File: config.mk
export PLATFORM = sky130hd
export DESIGN_NAME = plc_fetch_unit
export DESIGN_NICKNAME = d
export VERILOG_FILES = /design/src/rtl/plc_fetch_unit.sv
export SDC_FILE = /design/constraint.sdc
export NUM_CORES = 1
export LEC_CHECK = 0
export CAP_MARGIN = 20
export CORE_ASPECT_RATIO = 0.8
export CORE_UTILIZATION = 44
export DETAILED_ROUTE_END_ITERATION = 12
export HOLD_SLACK_MARGIN = 0.06
export PLACE_DENSITY_LB_ADDON = 0.2
export REMOVE_ABC_BUFFERS = 1
export SYNTH_ARGS = -nofsm -noshare
export SYNTH_HDL_FRONTEND = slang
export SYNTH_SLANG_ARGS = --single-unit
File: constraint.sdc
create_clock -name CLK -period 7 [get_ports CLK]
set_clock_uncertainty 0.15 [all_clocks]
set_input_delay 1.75 -clock CLK [delete_from_list [all_inputs] [get_ports CLK]]
set_output_delay 1.75 -clock CLK [all_outputs]
set_load 0.01 [all_outputs]
File: src/rtl/plc_fetch_unit.sv
`default_nettype none
// ============================================================================
// Module   : plc_fetch_unit
// Brief    : PLC instruction fetch stage. Drives the program memory address
//            from the PC, registers the returned word into an instruction
//            register handed to the IL decoder over valid/ready, and runs the
//            scan cycle (end-of-scan restart, scan-time measurement and a
//            sticky scan watchdog).
// Revision : 1.0 - initial release
// ============================================================================

// Opcode of the IL jump instruction; a jump to operand all-ones marks the
// end of the program and triggers a scan restart.
`ifndef IA_JMP
`define IA_JMP 8'h30
`endif

module plc_fetch_unit #(
   parameter int              IA_W      = 16,
   parameter int              ID_W      = 24,
   parameter int              OP_W      = 8,
   parameter logic [IA_W-1:0] RESET_PC  = '0,
   parameter logic [15:0]     WDT_LIMIT = 16'hFFFF
) (
   input  logic                 CLK,
   input  logic                 nRST,
   input  logic                 RUN,
   output logic [IA_W-1:0]      IM_A,
   input  logic [ID_W-1:0]      IM_DQ,
   output logic                 IR_VALID,
   input  logic                 IR_READY,
   output logic [OP_W-1:0]      IR_OP,
   output logic [ID_W-OP_W-1:0] IR_ARG,
   output logic [IA_W-1:0]      IR_PC,
   input  logic                 BR_TAKE,
   input  logic [IA_W-1:0]      BR_TGT,
   output logic                 SCAN_END,
   output logic [15:0]          SCAN_TIME,
   output logic                 WDT_FAULT,
   output logic [1:0]           STATE
);

   localparam int ARG_W = ID_W - OP_W;

   localparam logic [1:0] S_IDLE  = 2'b00;
   localparam logic [1:0] S_FETCH = 2'b01;
   localparam logic [1:0] S_FAULT = 2'b10;

   logic [1:0]      state;
   logic [IA_W-1:0] pc;
   logic [15:0]     scan_cnt;

   logic [OP_W-1:0]  im_op;
   logic [ARG_W-1:0] im_arg;
   logic             eos_word;
   logic             in_fetch;
   logic             wdt_hit;
   logic             redirect;
   logic             load;
   logic             scan_done;
   logic             issue;
   logic [15:0]      cnt_inc;

   assign im_op  = IM_DQ[ID_W-1 -: OP_W];
   assign im_arg = IM_DQ[ARG_W-1:0];

   // End-of-program marker: JMP with an all-ones operand
   assign eos_word = (im_op == OP_W'(`IA_JMP)) && (im_arg == {ARG_W{1'b1}});

   // Event priority inside FETCH: watchdog, then redirect, then load
   assign in_fetch  = (state == S_FETCH);
   assign wdt_hit   = in_fetch && (scan_cnt == WDT_LIMIT);
   assign redirect  = in_fetch && !wdt_hit && BR_TAKE;
   assign load      = in_fetch && !wdt_hit && !BR_TAKE && (!IR_VALID || IR_READY);
   assign scan_done = load && eos_word;
   assign issue     = load && !eos_word;

   // Scan counter saturates rather than wrapping
   assign cnt_inc = (scan_cnt == 16'hFFFF) ? scan_cnt : scan_cnt + 16'd1;

   assign IM_A  = pc;
   assign STATE = state;

   // Scan state machine and program counter
   always_ff @(posedge CLK or negedge nRST) begin
      if (!nRST) begin
         state <= S_IDLE;
         pc    <= RESET_PC;
      end else begin
         case (state)
            S_IDLE: begin
               if (RUN) begin
                  state <= S_FETCH;
                  pc    <= RESET_PC;
               end
            end
            S_FETCH: begin
               if (wdt_hit) begin
                  state <= S_FAULT;
               end else if (redirect) begin
                  pc <= BR_TGT;
               end else if (scan_done) begin
                  pc <= RESET_PC;
                  if (!RUN) begin
                     state <= S_IDLE;
                  end
               end else if (issue) begin
                  pc <= pc + IA_W'(1);
               end
            end
            default: begin
               // FAULT is left only through reset
               state <= S_FAULT;
            end
         endcase
      end
   end

   // Instruction register and its valid flag
   always_ff @(posedge CLK or negedge nRST) begin
      if (!nRST) begin
         IR_VALID <= 1'b0;
         IR_OP    <= '0;
         IR_ARG   <= '0;
         IR_PC    <= '0;
      end else begin
         if (issue) begin
            IR_VALID <= 1'b1;
            IR_OP    <= im_op;
            IR_ARG   <= im_arg;
            IR_PC    <= pc;
         end else if (!in_fetch || wdt_hit || redirect || scan_done || IR_READY) begin
            // Flush, fault, idle, or the held word was consumed
            IR_VALID <= 1'b0;
         end
      end
   end

   // Scan timing, end-of-scan pulse and sticky watchdog flag
   always_ff @(posedge CLK or negedge nRST) begin
      if (!nRST) begin
         scan_cnt  <= 16'd0;
         SCAN_TIME <= 16'd0;
         SCAN_END  <= 1'b0;
         WDT_FAULT <= 1'b0;
      end else begin
         SCAN_END <= scan_done;
         if (scan_done) begin
            SCAN_TIME <= cnt_inc;
            scan_cnt  <= 16'd0;
         end else if (in_fetch && !wdt_hit) begin
            scan_cnt <= cnt_inc;
         end
         if (wdt_hit) begin
            WDT_FAULT <= 1'b1;
         end
      end
   end

endmodule

`default_nettype wire

==> flow_summary.json, run 1 <==
{
  "dp.cells": 728,
  "synth-compound-area-share_pct": 14.5,
  "initial_core_util_pct": 45.5,
  "coreArea_mm2": 0.00969,
  "max-clock-path-buffers": 2,
  "vias": 4020,
  "synthAdderAreaFrac_pct": 0.567,
  "rsz0062_at_grt": "no",
  "synth_edf_count": 0,
  "wirelength_um": 11800,
  "ys_types": 49,
  "die_area_mm2": 0.0104,
  "ant_nets": 0,
  "synthArstFlopShare_pct": 100,
  "grt_pass1_wl_um": 19100,
  "hold_end": "WDT_FAULT$_DFFE_PN0N_",
  "setup_violations": 0,
  "cts_sinks": 93,
  "synth_top_area_share_pct": 52.8,
  "htree_levels": 3,
  "antenna_found_initial": 0,
  "grt_pass1_vias": 3827,
  "drtIter0Drc": 300,
  "ios": 122,
  "hold_violations": 0,
  "cp-start-kind": "primary input",
  "synth-seq-cells": 93,
  "gr-total-overflow": 0,
  "post-place-ws_ns": 1.90,
  "yosys_warnings": 0,
  "post-route-min-period_ns": 4.63,
  "synth.avg_cell_area_um2": 8.97,
  "fin_cells": 746,
  "synth.area.mux_share_pct": 0.340,
  "syn_area_mm2": 0.00441,
  "ys_seq_area_share_pct": 52.8,
  "antenna_cells": 0,
  "cts_setup_buffers": 0,
  "drc": 0,
  "fmax_mhz": 216,
  "cts_buffers": 9,
  "die_x_um": 114,
  "rows": 32,
  "die_y_um": 91.6,
  "synth_ff_type": "dfrtp_1",
  "synth_xor_area_share_pct": 2.18,
  "holdPathStages": 1,
  "synth_top_family_by_area": "simple AND/OR/NAND/NOR gates",
  "drv_slew": 0,
  "layout_commonest_cell": "nand2_1",
  "synth_area_leader_cell": "dfrtp_1",
  "peakVddDrop_mv": 0.240,
  "holdWs_ns": 0.307,
  "synth_area_leaders": "dfrtp_1 (53%), nand2_1 (14%), o21ai_0 (4.3%)",
  "synth_simple_gate_area_share_pct": 26.1,
  "clkTransAtPathRegs_ns": 0.07,
  "cts-root-buf": "clkbuf_16",
  "grt_max_degree": 59,
  "hold_buffers": 0,
  "fin_crit_sh_pct": 66.1,
  "crit_path_end_kind": "flop",
  "timing.rr.end": "IM_A[12]$_DFFE_PN0P_",
  "maxSlewHeadroom_pct": 33.3,
  "ff2ff_path_depth": 8,
  "max_cap_viol_count": 0,
  "crit_arrival_ns": 4.71,
  "critical_path_peak_fanout": 30,
  "cts_resized": 0,
  "worst_slack_ns": 2.37,
  "r2r_slack_ns": 3.44,
  "via_per_inst": 5.39,
  "status": "finished, final reports clean",
  "place.gp.congestion": 0.899,
  "clkLatencyLatePin_ns": 0.35,
  "tightest_slew_ns": 1.00,
  "drive_above_1_share_pct": 5.25,
  "final_cell_mix": "nand2_1 (163), clkdlybuf4s50_1 (120), dfrtp_1 (93), o21ai_0 (38), nand3_1 (17)",
  "critPathKind": "in -> reg",
  "syn_to_final_growth_pct": 37.0,
  "power_leakage_nw": 2.61,
  "hold_start": "WDT_FAULT$_DFFE_PN0N_",
  "io_buffers": 121,
  "synthCells": 492,
  "first_pass_iters": 4,
  "finish.net_count": 652,
  "fin_tns_setup_ns": 0,
  "cts_tree": "done",
  "hpwl_um": 8490,
  "power_density_mw_per_mm2": 367,
  "hold_path.class": "reg -> reg",
  "wl_per_cell_um": 15.8,
  "gr-usage-all-layers_pct": 23.7,
  "timing.rr.start": "scan_cnt[0]$_DFFE_PN0P_",
  "cp.required_ns": 7.08
}
sequential cells by signal (all words and copies together), names as in the netlist:
name       cells
SCAN_END       1
STATE          2
SCAN_TIME     16
IR_VALID       1
IR_ARG        16
IM_A          16
WDT_FAULT      1
scan_cnt      16
IR_OP          8
IR_PC         16
cells in the mapped netlist (2+ instances only):
cell type,number
a21oi_1,14
a22o_1,5
o31ai_1,8
nor2b_1,3
nor4_1,4
clkbuf_1,13
nand2b_1,5
inv_1,9
buf_4,5
o311ai_1,2
a31oi_1,3
a32oi_1,4
dfrtp_1,93
buf_2,6
nor3_1,6
o21bai_1,2
or4_1,4
or3_1,8
and3_1,4
o22ai_1,2
o21ai_0,38
nor3b_1,2
o211ai_1,5
nor2_1,13
nand2_1,163
nand3_1,17
xnor2_1,5
a221o_1,2
or4b_2,2
a21o_1,4
o21a_1,2
xor2_1,6
ha_1,2
and2_1,4
and4_1,3
nand4_1,11
kinds of logic (layout without fill, tap and decap cells):
group	count (synthesis)	in the layout
adders and majority gates	2	2
buffers and inverters	35	153
and+or+nand+nor	252	252
DFF	93	93
xor gates and xnor gates	11	11
muxes	1	1
AOI/OAI and AO/OA	98	98
critical path, stage by stage:
cell	delay, ns
clkdlybuf4s50_1	0.42
or4_1	0.54
or4_4	0.58
nor3_4	0.36
nand2_1	0.57
mux2_4	0.49
report_power, final:
part	leakage, nW	total [W]	switching, W	internal (W)
clock	0.148	0.000501	0.000205	0.000296
combinational	1.27	0.000847	0.000427	0.000421
sequential	1.20	0.000871	0.000164	0.000708
stage by stage:
stage,cell area [um2],power (W),utilization [%]
finish,6040,0.00222,62.4
global route,6040,0.00236,62.4
CTS,6020,0.00222,62.1
detailed placement,5710,0.00171,58.9
global placement,5710,0.00169,58.9
floorplan,4290,0.00122,-
routing by layer:
metal  global-route usage [%]  vias up  share of wire, %
met4                     8.87        0               1.6
li1                         -     1939                 -
met1                     33.1     1921                46
met3                     5.94       17               6.4
met5                        0        -                 0
met2                     35.2      143                46
layout make-up:
type,instances,area (um2)
fillers,871,3650
flip-flops and latches,93,2330
multi-input cells,364,1930
repair buffers,127,1260
clock buffers,11,253
well taps,136,170
clock inverters,5,58.8
inverters,10,37.5
worst max-delay path by stage:
stage / startpoint / endpoint / slack [ns] / cells past startpoint
finish: IM_DQ[17] / SCAN_TIME[1]$_DFFE_PN0P_ / 2.37 / 6
global route: IM_DQ[17] / SCAN_TIME[1]$_DFFE_PN0P_ / 2.17 / 6
CTS: IM_DQ[17] / IR_OP[6]$_DFFE_PN0P_ / 2.26 / 8
detailed placement: IM_DQ[17] / IR_OP[6]$_DFFE_PN0P_ / 1.90 / 8
global placement: IM_DQ[17] / IM_A[11]$_DFFE_PN0P_ / 1.99 / 7
floorplan: IM_DQ[1] / IM_A[2]$_DFFE_PN0P_ / 2.18 / 6
Note: power is estimated with default switching activity, not from simulation.
==> inputs of run 2 (changes only) <==
==> constraint.sdc (replaced) <==
create_clock -name CLK -period 4.5 [get_ports CLK]
set_clock_uncertainty 0.15 [all_clocks]
set_input_delay 1.125 -clock CLK [delete_from_list [all_inputs] [get_ports CLK]]
set_output_delay 1.125 -clock CLK [all_outputs]
set_load 0.01 [all_outputs]
==> run 2 against run 1 <==
Net effect: critical path depth up 2; cell count up 0.54%; first-iteration DRC count down 4.7%; count of clock-buffer cells in the layout unchanged; sequential share of layout area up 0.14 points; power up 53%; hold slack better by 0.0016 ns.
==> flow_summary.json, run 2 (synthesized netlist as in run 1, its figures left out) <==
{
  "hpwl_um": 8660,
  "coreArea_mm2": 0.00969,
  "finish.net_count": 656,
  "rsz0062_at_grt": "no",
  "hold_start": "WDT_FAULT$_DFFE_PN0N_",
  "use_met1_pct": 35.8,
  "cp-start-kind": "primary input",
  "status": "finished, final reports clean",
  "gr-usage-all-layers_pct": 24.5,
  "cp_num_buf_inv": 2,
  "die_y_um": 91.6,
  "drc": 0,
  "clkPwrFrac_pct": 20.8,
  "ant_nets": 0,
  "crit_path_end_kind": "flop",
  "holdWs_ns": 0.308,
  "initial_core_util_pct": 45.5,
  "path_cells": "clkdlybuf4s50_1 > or4_1 > or4_4 > nor2_4 > or3_1 > buf_4 > nand2_1 > nand2_1",
  "fin_tns_setup_ns": 0,
  "peakVddDrop_mv": 0.304,
  "clkLatencyLatePin_ns": 0.35,
  "antenna_found_initial": 0,
  "power_density_mw_per_mm2": 563,
  "cts_sinks": 93,
  "grt_max_degree": 72,
  "cts-root-buf": "clkbuf_16",
  "timing.rr.end": "IM_A[15]$_DFFE_PN0P_",
  "io_buffers": 121,
  "ios": 122,
  "crit_arrival_ns": 3.86,
  "fin_crit_sh_pct": 82.9,
  "crit_end": "IR_OP[7]$_DFFE_PN0P_",
  "drv_slew": 0,
  "cp.required_ns": 4.63,
  "post-route-min-period_ns": 3.73,
  "hold_violations": 0,
  "maxSlewHeadroom_pct": 27.1,
  "grt_util_met2_pct": 36.9,
  "startpoint": "IM_DQ[17]",
  "via_per_inst": 5.50,
  "setup_violations": 0,
  "p_seq_share_pct": 39.9,
  "critPathKind": "in -> reg",
  "cp_slowest_stage_delay_ns": 0.58,
  "htree_levels": 3,
  "ff2ff_path_depth": 7,
  "max-clock-path-buffers": 2,
  "layout_commonest_cell": "nand2_1",
  "combPwrFrac_pct": 39.3,
  "cp_top_family": "simple AND/OR/NAND/NOR gates",
  "rows": 32,
  "wirelength_um": 12300,
  "n_fill_cell": 872,
  "critical_path_peak_fanout": 24,
  "drive_above_1_share_pct": 5.54,
  "gr-total-overflow": 0,
  "max_cap_viol_count": 0,
  "switching_share_pct": 37.1,
  "clkTransAtPathRegs_ns": 0.07,
  "cpMaxStageDelayCell": "or4_4",
  "switchingPower_w": 0.00126,
  "hold_buffers": 0,
  "power_leakage_nw": 2.60,
  "syn_to_final_growth_pct": 36.5,
  "r2r_slack_ns": 1.12,
  "first_pass_iters": 5,
  "die_area_mm2": 0.0104,
  "vias": 4128,
  "cts_tree": "done",
  "final_cell_mix": "nand2_1 (163), clkdlybuf4s50_1 (120), dfrtp_1 (93), o21ai_0 (38), nand3_1 (17)",
  "grt_pass1_wl_um": 20000,
  "grt_use_met3_pct": 5.67,
  "grt-busiest-layer": "met2",
  "tightest_slew_ns": 1.09,
  "die_x_um": 114,
  "fmax_mhz": 268,
  "cts_setup_buffers": 0,
  "crit_path_frequent_cell": "nand2_1",
  "intPower_w": 0.00213,
  "grt_pass1_vias": 3885,
  "cts_resized": 0,
  "hold_path.class": "reg -> reg",
  "cts_buffers": 9,
  "timing.rr.start": "scan_cnt[0]$_DFFE_PN0P_",
  "antenna_cells": 0,
  "place.gp.congestion": 0.864,
  "drtIter0Drc": 286,
  "wl_per_cell_um": 16.4,
  "cp_num_cells": 8
}
run 2: changes by cell type in the layout (fill, tap and decap cells not counted), sizes merged:
cell / before / now
buf: 7 / 11
bufinv: 1 / 0
clkinv: 2 / 3
run 2: layout make-up:
type,instances,area [um2],share of cell area [%]
Sequential cell,93,2330,38.7
Tap cell,136,170,2.83
Timing Repair Buffer,131,1280,21.3
Clock inverter,5,37.5,0.623
Multi-Input combinational cell,364,1930,32.1
Inverter,10,37.5,0.623
Clock buffer,11,233,3.87
run 2: per-layer routing:
metal / vias up / part of all wire (%)
met1: 2010 / 47
met3: 16 / 5.9
met5: - / 0
li1: 1946 / -
met4: 0 / 0.98
met2: 156 / 46
run 2: worst min path at each step:
stage                                  to  cells after the start
finish              WDT_FAULT$_DFFE_PN0N_                      1
global route        WDT_FAULT$_DFFE_PN0N_                      1
CTS                 WDT_FAULT$_DFFE_PN0N_                      1
detailed placement  WDT_FAULT$_DFFE_PN0N_                      1
global placement    WDT_FAULT$_DFFE_PN0N_                      1
floorplan           WDT_FAULT$_DFFE_PN0N_                      1
run 2: power by group through the flow:
| stage | clock network [W] | logic [W] | registers, W |
|---|---|---|---|
| floorplan | 0 | 0.000480 | 0.00142 |
| global placement | 0 | 0.00129 | 0.00135 |
| detailed placement | 0 | 0.00133 | 0.00136 |
| CTS | 0.000715 | 0.00134 | 0.00135 |
| global route | 0.000752 | 0.00145 | 0.00139 |
| finish | 0.000705 | 0.00133 | 0.00135 |
run 2: metrics by stage:
step | setup WS, ns | power [W] | std cells | util, % | cell area (um2)
finish | 0.770 | 0.00339 | 750 | 62.1 | 6020
global route | 0.616 | 0.00359 | 750 | 62.1 | 6020
CTS | 0.810 | 0.00340 | 750 | 62.1 | 6020
detailed placement | 0.440 | 0.00269 | 734 | 59.3 | 5750
global placement | 0.543 | 0.00264 | 734 | 59.3 | 5750
floorplan | 0.306 | 0.00190 | 467 | - | 4290
